--- src/rtl/hud_bcd_converter.sv ---
// Converts the HUD score (8-bit) and clamped player blood (10-bit) to packed 3-digit BCD
// using one shared iterative double-dabble engine. Both results publish on the same edge.
//
// state   | meaning
// --------+----------------------------------------------------------
// IDLE    | waiting for a frame trigger, outputs hold last result
// CONV_S  | shifting the captured score through the dabble register
// CONV_B  | shifting the captured blood, publishes both results at end
module hud_bcd_converter #(
  parameter int ITER_W      = 10,
  parameter int BLOOD_CLAMP = 999
) (
  input  logic        Clk,
  input  logic        Reset_n,
  input  logic        game_frame_clk_rising_edge,
  input  logic [7:0]  Score_In,
  input  logic [9:0]  Blood_In,
  output logic [11:0] Score_BCD,
  output logic [11:0] Blood_BCD,
  output logic        Valid,
  output logic        Busy,
  output logic        Overrun
);

  localparam int SR_W  = 12 + ITER_W;
  localparam int CNT_W = (ITER_W > 1) ? $clog2(ITER_W) : 1;

  localparam logic [1:0] ST_IDLE   = 2'd0;
  localparam logic [1:0] ST_CONV_S = 2'd1;
  localparam logic [1:0] ST_CONV_B = 2'd2;

  localparam logic [CNT_W-1:0] ITER_LAST = CNT_W'(ITER_W - 1);
  localparam logic [9:0]       CLAMP_V   = 10'(BLOOD_CLAMP);

  logic [1:0]        state;
  logic [CNT_W-1:0]  iter;
  logic [SR_W-1:0]   shift_reg;
  logic [SR_W-1:0]   corrected;
  logic [SR_W-1:0]   shifted;
  logic [ITER_W-1:0] blood_hold;
  logic [11:0]       score_hold;
  logic [ITER_W-1:0] score_ext;
  logic [ITER_W-1:0] blood_ext;
  logic [9:0]        blood_clamped;

  always_comb begin
    blood_clamped = (Blood_In > CLAMP_V) ? CLAMP_V : Blood_In;
    score_ext = '0;
    score_ext[7:0] = Score_In;
    blood_ext = '0;
    blood_ext[9:0] = blood_clamped;
  end

  // All three digit corrections look at the pre-shift nibble values.
  always_comb begin
    corrected = shift_reg;
    for (int d = 0; d < 3; d++) begin
      if (shift_reg[ITER_W + 4*d +: 4] >= 4'd5)
        corrected[ITER_W + 4*d +: 4] = shift_reg[ITER_W + 4*d +: 4] + 4'd3;
    end
    shifted = {corrected[SR_W-2:0], 1'b0};
  end

  always_ff @(posedge Clk) begin
    if (!Reset_n) begin
      state      <= ST_IDLE;
      iter       <= '0;
      shift_reg  <= '0;
      blood_hold <= '0;
      score_hold <= '0;
      Score_BCD  <= '0;
      Blood_BCD  <= '0;
      Valid      <= 1'b0;
      Busy       <= 1'b0;
      Overrun    <= 1'b0;
    end else begin
      Valid <= 1'b0;
      if (game_frame_clk_rising_edge && (state != ST_IDLE))
        Overrun <= 1'b1;

      case (state)
        ST_IDLE: begin
          if (game_frame_clk_rising_edge) begin
            shift_reg  <= {12'b0, score_ext};
            blood_hold <= blood_ext;
            iter       <= '0;
            Busy       <= 1'b1;
            state      <= ST_CONV_S;
          end
        end
        ST_CONV_S: begin
          if (iter == ITER_LAST) begin
            score_hold <= shifted[SR_W-1 -: 12];
            shift_reg  <= {12'b0, blood_hold};
            iter       <= '0;
            state      <= ST_CONV_B;
          end else begin
            shift_reg <= shifted;
            iter      <= iter + 1'b1;
          end
        end
        ST_CONV_B: begin
          if (iter == ITER_LAST) begin
            Blood_BCD <= shifted[SR_W-1 -: 12];
            Score_BCD <= score_hold;
            shift_reg <= shifted;
            Valid     <= 1'b1;
            Busy      <= 1'b0;
            iter      <= '0;
            state     <= ST_IDLE;
          end else begin
            shift_reg <= shifted;
            iter      <= iter + 1'b1;
          end
        end
        default: begin
          state <= ST_IDLE;
          Busy  <= 1'b0;
        end
      endcase
    end
  end

endmodule

--- config.mk ---
export PLATFORM = sky130hd
export DESIGN_NAME = hud_bcd_converter
export DESIGN_NICKNAME = d
export VERILOG_FILES = /design/src/rtl/hud_bcd_converter.sv
export SDC_FILE = /design/constraint.sdc
export NUM_CORES = 1
export LEC_CHECK = 0
export ABC_AREA = 1
export CAP_MARGIN = 20
export CORE_ASPECT_RATIO = 1.2
export CORE_MARGIN = 2
export CORE_UTILIZATION = 30
export DETAILED_ROUTE_END_ITERATION = 10
export MAX_ROUTING_LAYER = met4
export SLEW_MARGIN = 20
export SYNTH_ARGS = -nofsm -noshare
export SYNTH_HDL_FRONTEND = slang
export SYNTH_SLANG_ARGS = --single-unit
--- constraint.sdc ---
create_clock -name Clk -period 1.63 [get_ports Clk]
set_input_delay 0.326 -clock Clk [delete_from_list [all_inputs] [get_ports Clk]]
set_output_delay 0.326 -clock Clk [all_outputs]
set_load 0.005 [all_outputs]
==> results.md, run 1 <==
- Hold buffers post-CTS: 0
- Switch share: between 20% and 30%
- Area growth, synth to finish: 31.8%
- CTS sink cnt: 77
- Cell Chain, Critical Path: clkdlybuf4s50_1
- Gpl congestion: roughly 0.87
- Die area: 12,500 sq um
- Post-Syn Area: ~3500 sq um
- Drt wl/cell: 11.9 um
- Headroom to the max-slew limit: 67.3%
- Core area: between 10,000 and 15,000 sq um
- Buf+Inv Stages, Crit Path: 1
- Worst-case vdd ir drop: 0.540 mV
- CP delay by family, top: buffers and inverters
- DRC errors left: 0
- Synth area leader: dfxtp_1
- Outcome: finished clean
- Starting density of the core: a little under a third
- Synth area leaders: dfxtp_1 (44%), nand2_1 (10%), nor2_1 (9.4%)
- Utilization after layout: between 40% and 50%
- First-pass iteration count of the detailed router: 4
- Placed wire-length estimate: 5900 um
- Least-Margin Pin Slew: around 0.5 ns
- Crit path max fanout: 2
- Congestion Overflow GR: 0
- Routed WL: about 8300 um
- Max Clock Skew: a little over 0.004 ns
- ANT cells: 0
- CTS tree: done
- CP Class: reg -> out
- Final setup vio count: 0
- Post-DRT Antenna Nets: 0
- First-pass GRT wire length: approximately 14,000 um
- Cells after Synth: 485
- WP data required: between 1 and 1.5 ns
- P_int: between 3 and 4 mW
- Via/cell ratio: between 4 and 5
- Vias in the first global route: 3,033
- Die Span Y: 122 um
- Count of buffers from port buffering: 47
- PD cells: slightly above 1000 nW/um^2
- Worst-skew pair later-pin latency: around 0.32 ns
- Comb pwr share: 7.7%
- TritonCTS buffer count: 9
- # IOs: 48
- Max reg flops: 22
- Max Root-Sink Buffers: 2
- Synth top area share: between 40% and 50%
- Synth Warn #: 0
- Sequential area share after synthesis: between 40% and 50%
- CP max-delay cell: clkdlybuf4s50_1
- Share of post-route cells with drive strength above 1: a little over a tenth
- Final hold viol count: 0
- Number of synthesized register bits: 77
- H-tree depth: 3
- FMAX: between 600 and 700 MHz
- Syn nets: 518
- Die X: slightly above 100 um
- Period utilization: between 90% and 100%
- GRT Total Usage: about 15%
- Flop pwr share: between 40% and 50%
- Startpoint types: register
- Root buffer cell: clkbuf_16
- Worst EP arrival: 1.22 ns
- Unrepaired setup endpoints after global routing: true
- Worst path max stage delay: between 0.5 and 0.6 ns
- Leakage: 1.94 nW
- Syn Area/Cell: between 7 and 8 sq um
- Net switching power: roughly 0.97 mW
- # rows: 43
- Largest net degree at the start of global routing: 30
- Final Slew Violations: 0
- Initial antenna violation count: 0
- Setup tns final: 0 ns
- Crit path time final: around 1.5 ns
- Count of nets after finishing: 574
- CP endpoint kind: output port
- Max-cap violations: 0
- Worst Hold Class: reg -> reg
- Vias: ~3,200
- Netlist cell types: 30
- Starting DRC count in detailed routing: ~110
- Clock slew at reported path FFs: 0.06 ns
- Clock power frac: approximately half
==> layout by cell type, fill, tap and decap left out, types with 3 or more instances in the layout <==
master	count
o21bai_1	7
buf_12	3
clkbuf_8	3
nand2_1	94
ha_1	9
o21ai_1	7
bufinv_16	3
clkbuf_16	9
dfxtp_1	73
ha_2	3
nor2_1	87
inv_1	45
dfxtp_2	4
a21oi_1	52
clkdlybuf4s50_1	47
inv_2	7
buf_4	14
o21ai_0	49
nand2_2	3
o21a_1	6
==> repair_timing <==
item | 4_1_cts | 5_1_grt
setup buffers | 0 | 3
setup endpoints to repair | 0 | 56
endpoints found under the hold margin | 0 | 0
resized for setup | 0 | 16
==> path summary, 6_finish.rpt <==
check,start,to,slack [ns],cells past startpoint
setup / recovery,Blood_BCD[2]$_SDFFE_PN0P_,Blood_BCD[2],0.08,1
hold / removal,blood_hold[8]$_SDFFE_PN0P_,blood_hold[8]$_SDFFE_PN0P_,0.45,2
setup reg to reg,iter[1]$_SDFFE_PN0P_,score_hold[9]$_SDFFE_PN0P_,0.12,7
hold reg to reg,blood_hold[8]$_SDFFE_PN0P_,blood_hold[8]$_SDFFE_PN0P_,0.45,2
==> kinds of logic after synthesis <==
kind of cell	count (synthesis)	share of synthesized area [%]
xor gates and xnor gates	3	0.753
DFF	77	44.1
and+or+nand+nor	196	22.8
buffers and inverters	73	9.06
AOI/OAI and AO/OA	124	19.0
adders and majority gates	12	4.30
==> stage by stage <==
stage	setup slack, ns	area (sq um)	hold WS, ns	total power [mW]	instances
after global placement	-0.0106	4190	0.444	2.35	683
after detailed placement	-0.0370	4190	0.446	2.35	683
final	0.0821	4600	0.453	4.68	703
after CTS	0.0352	4550	0.455	4.74	699
after global routing	0.000910	4600	0.477	4.86	703
after floorplan	0.0863	3490	0.430	2.21	485
==> worst register-to-register path, stage by stage, from the launching register on <==
cell and delay, ns:
dfxtp_1 0.34, inv_1 0.07, ha_2 0.21, nand4_1 0.19
inv_2 0.31, o21ai_0 0.13, o21bai_1 0.16, inv_1 0.05
==> Yosys cell counts, drive strengths merged <==
library cell,n
nand4,2
dfxtp,77
nor2,89
or2,2
nand2,98
inv,52
buf,15
nand3b,1
a22oi,2
o21a,6
o21bai,7
xor2,3
o21ai,57
and2,1
ha,12
nand3,3
clkbuf,6
a21oi,52
==> power groups by stage <==
stage / sequential, mW / combinational [mW] / clock [mW]
after global placement: 2.00 / 0.349 / 0
after floorplan: 1.99 / 0.216 / 0
after global routing: 1.96 / 0.404 / 2.49
final: 1.96 / 0.358 / 2.37
after detailed placement: 2.00 / 0.355 / 0
after CTS: 1.96 / 0.357 / 2.42
==> cell type report <==
type	instances	area, sq um
multi-input combinational	336	1660
sequential	77	1550
fill	1149	6860
inverter	52	195
clock inverter	3	90.1
clock buffer	13	270
tap	157	196
timing repair buffer	65	647
==> layer usage <==
layer	vias to the layer above	global-route usage (%)	share of wire [%]
met1	1451	17.9	44
li1	1654	-	-
met3	6	2.18	4.0
met4	0	5.42	0.82
met5	-	-	0
met2	68	24.1	51
Power figures use the tool's default switching activity.
==> run 2, diff against run 1 <==
- ABC_AREA: 1 -> not set
==> run 2 against run 1 <==
Net effect: the flow now finishes with violations (setup timing); non-clock buffer count increased by 36; cell count decreased by 17%; critical endpoint is now iter[2]$_SDFFE_PN0P_; first-iteration DRC count increased by 22%; count of clock-buffer cells in the layout unchanged; synthesized cell count decreased by 26%; fmax decreased by 5.8%; largest power group unchanged.
==> results.md, run 2 <==
- Outcome: complete, but fails checks
- Failing checks: setup timing
- Most common cell in the netlist: dfxtp_1
- Comb pwr share: 9.2% (+1.5 points)
- Routed WL: 8340 um (about the same)
- CP endpoint kind: register
- GRT Total Usage: 15.0% (+0.41 points)
- Hold Crit Start: score_hold[5]$_SDFFE_PN0P_
- Synth Area in Simple Gates: 17.1% (-5.7 points)
- Max Clock Skew: 0.00611 ns (+0.00202 ns)
- CP max-delay cell: or3_4
- Worst path max stage delay: 0.38 ns (-0.14 ns)
- Root buffer cell: clkbuf_16
- Utilization after layout: 45.3% (+5.1 points)
- Hold buffers post-CTS: 0 (unchanged)
- Share of post-route cells with drive strength above 1: 23.9% (+13 points)
- Synth area leaders: dfxtp_1 (48%), nand2_1 (6.7%), a21oi_1 (5.9%)
- Placed wire-length estimate: 5870 um (-0.52%)
- Initial antenna violation count: 0 (unchanged)
- Count of nets after finishing: 485 (-16%)
- Via/cell ratio: 4.96 (+9.6%)
- Crit path max fanout: 4 (+2)
- Reg2reg setup slack: -0.01 ns (-0.13 ns)
- R2R cell count: 6 (-1)
- Final Slew Violations: 0 (unchanged)
- Post-route design area: 4740 sq um (+3.0%)
- Launch point of the worst reg-to-reg path: iter[1]$_SDFFE_PN0P_
- CP Class: reg -> reg
- CTS tree: done
- DRC errors left: 0 (unchanged)
- Fillers: 1,063 (-7.5%)
- Net switching power: 0.985 mW (+2.0%)
- ANT cells: 0 (unchanged)
- Starting DRC count in detailed routing: 137 (+22%)
- First-pass GRT wire length: 13,300 um (-5.4%)
- Gpl congestion: 0.818 (-6.2%)
- Count of buffers from port buffering: 47 (unchanged)
- Final setup vio count: 6 (+6)
- CTS sink cnt: 77 (unchanged)
- Synth cell count leaders: dfxtp_1 (77), nand2_1 (57), a21oi_1 (38)
- Congestion Overflow GR: 0 (unchanged)
- Core area: 10,500 sq um (-8.7%)
- Reg2reg end: iter[2]$_SDFFE_PN0P_
- Post-Syn Area: 3210 sq um (-8.2%)
- Worst-skew pair later-pin latency: 0.34 ns (+0.02 ns)
- Switch share: 21.8% (+1.2 points)
- Netlist cell types: 43 (+43%)
- Sequential area share after synthesis: 48.1% (+3.9 points)
- Setup tns final: -0.0437 ns (-0.0437 ns)
- First-pass iteration count of the detailed router: 4 (unchanged)
- Worst-case vdd ir drop: 0.492 mV (-9.0%)
- Cells after Synth: 358 (-26%)
- Unrepaired setup endpoints after global routing: true
- Post-DRT Antenna Nets: 0 (unchanged)
- Period utilization: 101% (+5.9 points)
- Synth top area share: 48.1% (+3.9 points)
- TritonCTS buffer count: 9 (unchanged)
- Clock power frac: 47.5% (-3.0 points)
- Die Span Y: 117 um (-4.1%)
- H-tree depth: 3 (unchanged)
- P_int: 3.53 mW (-4.9%)
- PD cells: 954 nW/um^2 (-6.3%)
- Syn Area/Cell: 8.95 sq um (+24%)
- Post-synthesis mux area share: 3.55% (+3.6 points)
- # IOs: 48 (unchanged)
- Flop pwr share: 43.3% (+1.5 points)
- Dpl ws: -0.252 ns (-0.215 ns)
- Hold Slack: 0.444 ns (-0.00835 ns)
- Syn nets: 391 (-25%)
- Hold Path Stages: 2 (unchanged)
- Worst Hold Class: reg -> reg
- Cell Area, Placed: 4160 sq um (-0.66%)
- Area growth, synth to finish: 47.8%
- Max Root-Sink Buffers: 2 (unchanged)
- Least-Margin Pin Slew: 0.394 ns (-0.0957 ns)
- Post-Synth Adder-Cell Area: 4.68% (+0.38 points)
- Die X: 98.4 um (-4.0%)
- # rows: 41 (-4.7%)
- WP data required: 1.90 ns (+0.60 ns)
- Drt wl/cell: 14.2 um (+20%)
- FMAX: 608 MHz (-5.8%)
- Leakage: 1.78 nW (-8.1%)
- Worst EP arrival: 1.92 ns (+0.70 ns)
- Max reg flops: 22 (unchanged)
- Max-cap violations: 0 (unchanged)
- Fraction of registers with async set/reset: 0% (unchanged)
- Vias in the first global route: 2,795 (-7.8%)
- Largest net degree at the start of global routing: 25 (-17%)
- Die area: 11,500 sq um (-7.9%)
- Crit path time final: 1.64 ns (+0.0959 ns)
- Commonest non-fill, non-tap cell in the layout: dfxtp_1
- Cell Chain, Critical Path: inv_2, ha_4, and3b_1, or3_4, or3b_1, a21oi_2
- Synth Area in Compound Gates: 21.7% (+2.7 points)
- Synth Warn #: 0 (unchanged)
- Startpoint types: register
- Final hold viol count: 0 (unchanged)
- Post-synth EDFFs: 0 (unchanged)
- Number of synthesized register bits: 77 (unchanged)
- XOR/XNOR Fraction of Synth Area: 0.820% (+0.067 points)
- Top_reg_cell synth: dfxtp_1
- Final setup margin: -0.0137 ns (-0.0959 ns)
- Vias: 2,905 (-8.6%)
- Headroom to the max-slew limit: 73.5% (+6.1 points)
- Synth area leader: dfxtp_1
- Largest family of logic cells by synthesized area: compound AO/OA/AOI/OAI gates
- Hold endpoint: Score_BCD[5]$_SDFFE_PN0P_
- Clock slew at reported path FFs: 0.06 ns (about the same)
- Starting density of the core: 30.6% (+0.16 points)
- Most frequent cells in the layout: dfxtp_1 (72), nand2_1 (54), buf_4 (48), clkdlybuf4s50_1 (47), a21oi_1 (34)
[run 2: cells by family (layout without fill, tap and decap cells)]
family | after synthesis | in the layout
and+or+nand+nor | 115 | 115
AOI/OAI and AO/OA | 108 | 108
DFF | 77 | 77
buffers and inverters | 32 | 131
adders and majority gates | 12 | 12
muxes | 11 | 11
xor gates and xnor gates | 3 | 3
[run 2: worst max-delay path: cells and delay by family (launching register included)]
kind / cells / cell delay, ns
simple gates: 3 / 0.94
flops: 1 / 0.33
compound gates: 1 / 0.12
fa+ha+maj: 1 / 0.16
buf+inv: 1 / 0.04
[run 2: worst max-delay path by stage]
stage / start / to / depth (start not counted)
floorplan: state[0]$_SDFFE_PN0P_ / iter[2]$_SDFFE_PN0P_ / 6
global placement: game_frame_clk_rising_edge / iter[2]$_SDFFE_PN0P_ / 5
detailed placement: game_frame_clk_rising_edge / iter[2]$_SDFFE_PN0P_ / 5
CTS: iter[1]$_SDFFE_PN0P_ / iter[2]$_SDFFE_PN0P_ / 6
global route: shift_reg[14]$_SDFFE_PN0P_ / score_hold[7]$_SDFFE_PN0P_ / 6
finish: iter[1]$_SDFFE_PN0P_ / iter[2]$_SDFFE_PN0P_ / 6
[run 2: power groups by stage]
| stage | combinational [mW] | sequential [mW] | clock, mW |
|---|---|---|---|
| final | 0.415 | 1.96 | 2.15 |
| after global placement | 0.375 | 2.00 | 0 |
| after floorplan | 0.192 | 1.99 | 0 |
| after detailed placement | 0.381 | 2.00 | 0 |
| after CTS | 0.393 | 1.96 | 2.19 |
| after global routing | 0.454 | 1.96 | 2.27 |
[run 2: per-layer routing]
layer / global-route usage, % / vias to the layer above / wire, um
met5: - / - / 0
met4: 6.39 / 0 / 170
met3: 3.44 / 12 / 281
met2: 25.5 / 52 / 4160
met1: 17.1 / 1360 / 3730
li1: - / 1481 / -
[run 2: cell type report]
type	instances	area [sq um]	area share, %
clock buffer	13	250	5.28
multi-input combinational	249	1720	36.2
clock inverter	3	68.8	1.45
inverter	14	55.1	1.16
sequential	77	1550	32.7
timing repair buffer	101	938	19.8
tap	129	161	3.41
[run 2: metrics by stage]
| stage | power [mW] | instances |
|---|---|---|
| floorplan | 2.18 | 358 |
| detailed placement | 2.38 | 563 |
| CTS | 4.54 | 579 |
| global placement | 2.37 | 563 |
| global route | 4.69 | 586 |
| finish | 4.52 | 586 |
[run 2: repair_timing]
item / in CTS / in global routing
gates cloned: 0 / 2
resized for setup: 10 / 38
setup buffers: 0 / 5
setup endpoints to repair: 16 / 39
pin swaps: 5 / 6
==> run 3, diff against run 2 <==
- CORE_UTILIZATION: 30 -> 41
- MAX_ROUTING_LAYER: met4 -> not set
- PLACE_DENSITY: not set -> 0.66
==> run 3 against run 2 <==
Net effect: the run still ends with setup timing left; cell count decreased by 5.8%; routed wire length decreased by 5.1%; register-to-register slack got worse by 0.05 ns; via count increased by 1.7%.
==> results.md, run 3 (synthesis results as in run 2) <==
- DRC errors left: 0 (unchanged)
- Post-DRT Antenna Nets: 0 (unchanged)
- CTS sink cnt: 77 (unchanged)
- DR WL met2: 4000 um (-3.8%)
- PD cells: 811 nW/um^2 (-15%)
- Commonest non-fill, non-tap cell in the layout: dfxtp_1
- Initial antenna violation count: 0 (unchanged)
- Drt wl/cell: 14.3 um (+0.71%)
- Non-Filler Instances: 552 (-5.8%)
- ANT cells: 0 (unchanged)
- Met3 WL post-DR: 273 um (-2.8%)
- Clock slew at reported path FFs: 0.08 ns (+0.02 ns)
- Max Root-Sink Buffers: 2 (unchanged)
- WP data required: 1.92 ns (+0.02 ns)
- CP endpoint kind: register
- Met1 Wirelength: 3410 um (-8.6%)
- Area used by multi-input combinational logic: 1710 sq um (-0.22%)
- H-tree depth: 3 (unchanged)
- GRT Total Usage: 19.0% (+4.0 points)
- Leakage: 1.72 nW (-3.3%)
- Count of nets after finishing: 488 (+0.62%)
- Worst-case vdd ir drop: 0.566 mV (+15%)
- Most frequent cells in the layout: dfxtp_1 (73), nand2_1 (54), clkdlybuf4s50_1 (47), buf_4 (46), a21oi_1 (34)
- Max Clock Skew: 0.00981 ns (+0.00370 ns)
- FMAX: 591 MHz (-2.8%)
- Utilization after layout: 60.4% (+15 points)
- Die area: 8540 sq um (-26%)
- Area growth, synth to finish: 43.5%
- Fillers: 707 (-33%)
- Vias: 2,953 (+1.7%)
- Register Area: 1550 sq um (about the same)
- TritonCTS buffer count: 9 (unchanged)
- Die X: 84.7 um (-14%)
- Max-cap violations: 0 (unchanged)
- Worst-skew pair later-pin latency: 0.36 ns (+0.02 ns)
- First-pass GRT wire length: 13,100 um (-2.1%)
- Startpoint types: register
- Count of buffers from port buffering: 47 (unchanged)
- Outcome: complete, but fails checks
- CTS tree: done
- Crit path max fanout: 4 (unchanged)
- Crit path time final: 1.69 ns (+0.0471 ns)
- Share of post-route cells with drive strength above 1: 24.1% (+0.28 points)
- Routed WL: 7910 um (-5.1%)
- # rows: 35 (-15%)
- CP Class: reg -> reg
- Starting density of the core: 42.1% (+11 points)
- Final hold viol count: 0 (unchanged)
- Final Slew Violations: 0 (unchanged)
- Hold buffers post-CTS: 0 (unchanged)
- Congestion Overflow GR: 0 (unchanged)
- Worst EP arrival: 1.98 ns (+0.06 ns)
- Period utilization: 104% (+2.9 points)
- Failing checks: setup timing
- # IOs: 48 (unchanged)
- DR top layer: met4
- Final setup vio count: 1 (-5)
- Largest net degree at the start of global routing: 33 (+32%)
- Core area: 7620 sq um (-27%)
- Headroom to the max-slew limit: 68.2% (-5.3 points)
- Least-Margin Pin Slew: 0.473 ns (+0.0788 ns)
- Via/cell ratio: 5.35 (+7.9%)
- Vias in the first global route: 2,892 (+3.5%)
- Root buffer cell: clkbuf_8
- Max reg flops: 22 (unchanged)
- Placed wire-length estimate: 5620 um (-4.1%)
- Worst Hold Class: reg -> reg
- First-pass iteration count of the detailed router: 4 (unchanged)
- Final setup margin: -0.0609 ns (-0.0471 ns)
- Die Span Y: 101 um (-14%)
- Gpl congestion: 0.842 (+3.0%)
- Placed cell count: 527 (-6.4%)
- Unrepaired setup endpoints after global routing: true
- Starting DRC count in detailed routing: 170 (+24%)
-- run 3: cell count changes in the layout (fill, tap and decap cells not counted), moves of 2 or more --
cell and delta:
clkbuf_8 +9, o21ai_1 -4, clkinvlp_4 +3, o21ai_0 +6, buf_4 -2, clkbuf_1 -3, o21ai_2 -2, bufinv_16 -2
buf_6 +2, clkbuf_16 -9
-- run 3: area by class of cell --
| cell class | count | area share (%) |
|---|---|---|
| timing repair buffer | 104 | 21.4 |
| sequential | 77 | 33.6 |
| multi-input combinational | 249 | 37.2 |
| tap | 92 | 2.50 |
| clock inverter | 6 | 1.03 |
| clock buffer | 10 | 2.99 |
| inverter | 14 | 1.20 |
-- run 3: where the power goes --
part / internal, mW / leakage, nW / switching [mW] / total (mW)
Sequential: 1.93 / 0.626 / 0.0283 / 1.96
Combinational: 0.227 / 1.01 / 0.200 / 0.427
Clock: 0.604 / 0.0864 / 0.747 / 1.35
-- run 3: repair_timing --
action	CTS	global route
endpoints found under the setup margin	14	37
pin swaps	3	5
setup buffers	0	7
gates cloned	0	2
endpoints found under the hold margin	0	0
resized for setup	9	33
-- run 3: worst paths after layout --
kind	startpoint	endpoint	slack [ns]	depth (start not counted)
setup / recovery	iter[1]$_SDFFE_PN0P_	iter[2]$_SDFFE_PN0P_	-0.06	6
hold / removal	Score_BCD[11]$_SDFFE_PN0P_	Score_BCD[11]$_SDFFE_PN0P_	0.46	2
setup reg to reg	iter[1]$_SDFFE_PN0P_	iter[2]$_SDFFE_PN0P_	-0.06	6
hold reg to reg	Score_BCD[11]$_SDFFE_PN0P_	Score_BCD[11]$_SDFFE_PN0P_	0.46	2
-- run 3: routing by layer --
metal / up-vias / global-route usage (%)
met5: - / 0
met4: 0 / 10.0
met3: 18 / 3.03
met2: 69 / 33.6
met1: 1376 / 22.2
li1: 1490 / -
-- run 3: worst max-delay path, stage by stage (launching register included) --
cell and delay [ns]:
dfxtp_2 0.34, inv_2 0.04, ha_4 0.15, and3b_1 0.19, or3_1 0.39, or3b_1 0.38
a21oi_2 0.14
-- run 3: stage by stage --
stage	total power [mW]	setup TNS (ns)	setup WS (ns)	instance area, sq um	hold slack, ns
5_1_grt	3.88	-0.283	-0.133	4600	0.479
6_report	3.73	-0.0609	-0.0609	4600	0.456
2_1_floorplan	2.18	-0.00818	-0.00818	3230	0.429
3_5_place_dp	2.39	-5.94	-0.300	4130	0.446
3_3_place_gp	2.38	-4.87	-0.249	4130	0.442
4_1_cts	3.74	0	0.00240	4360	0.459
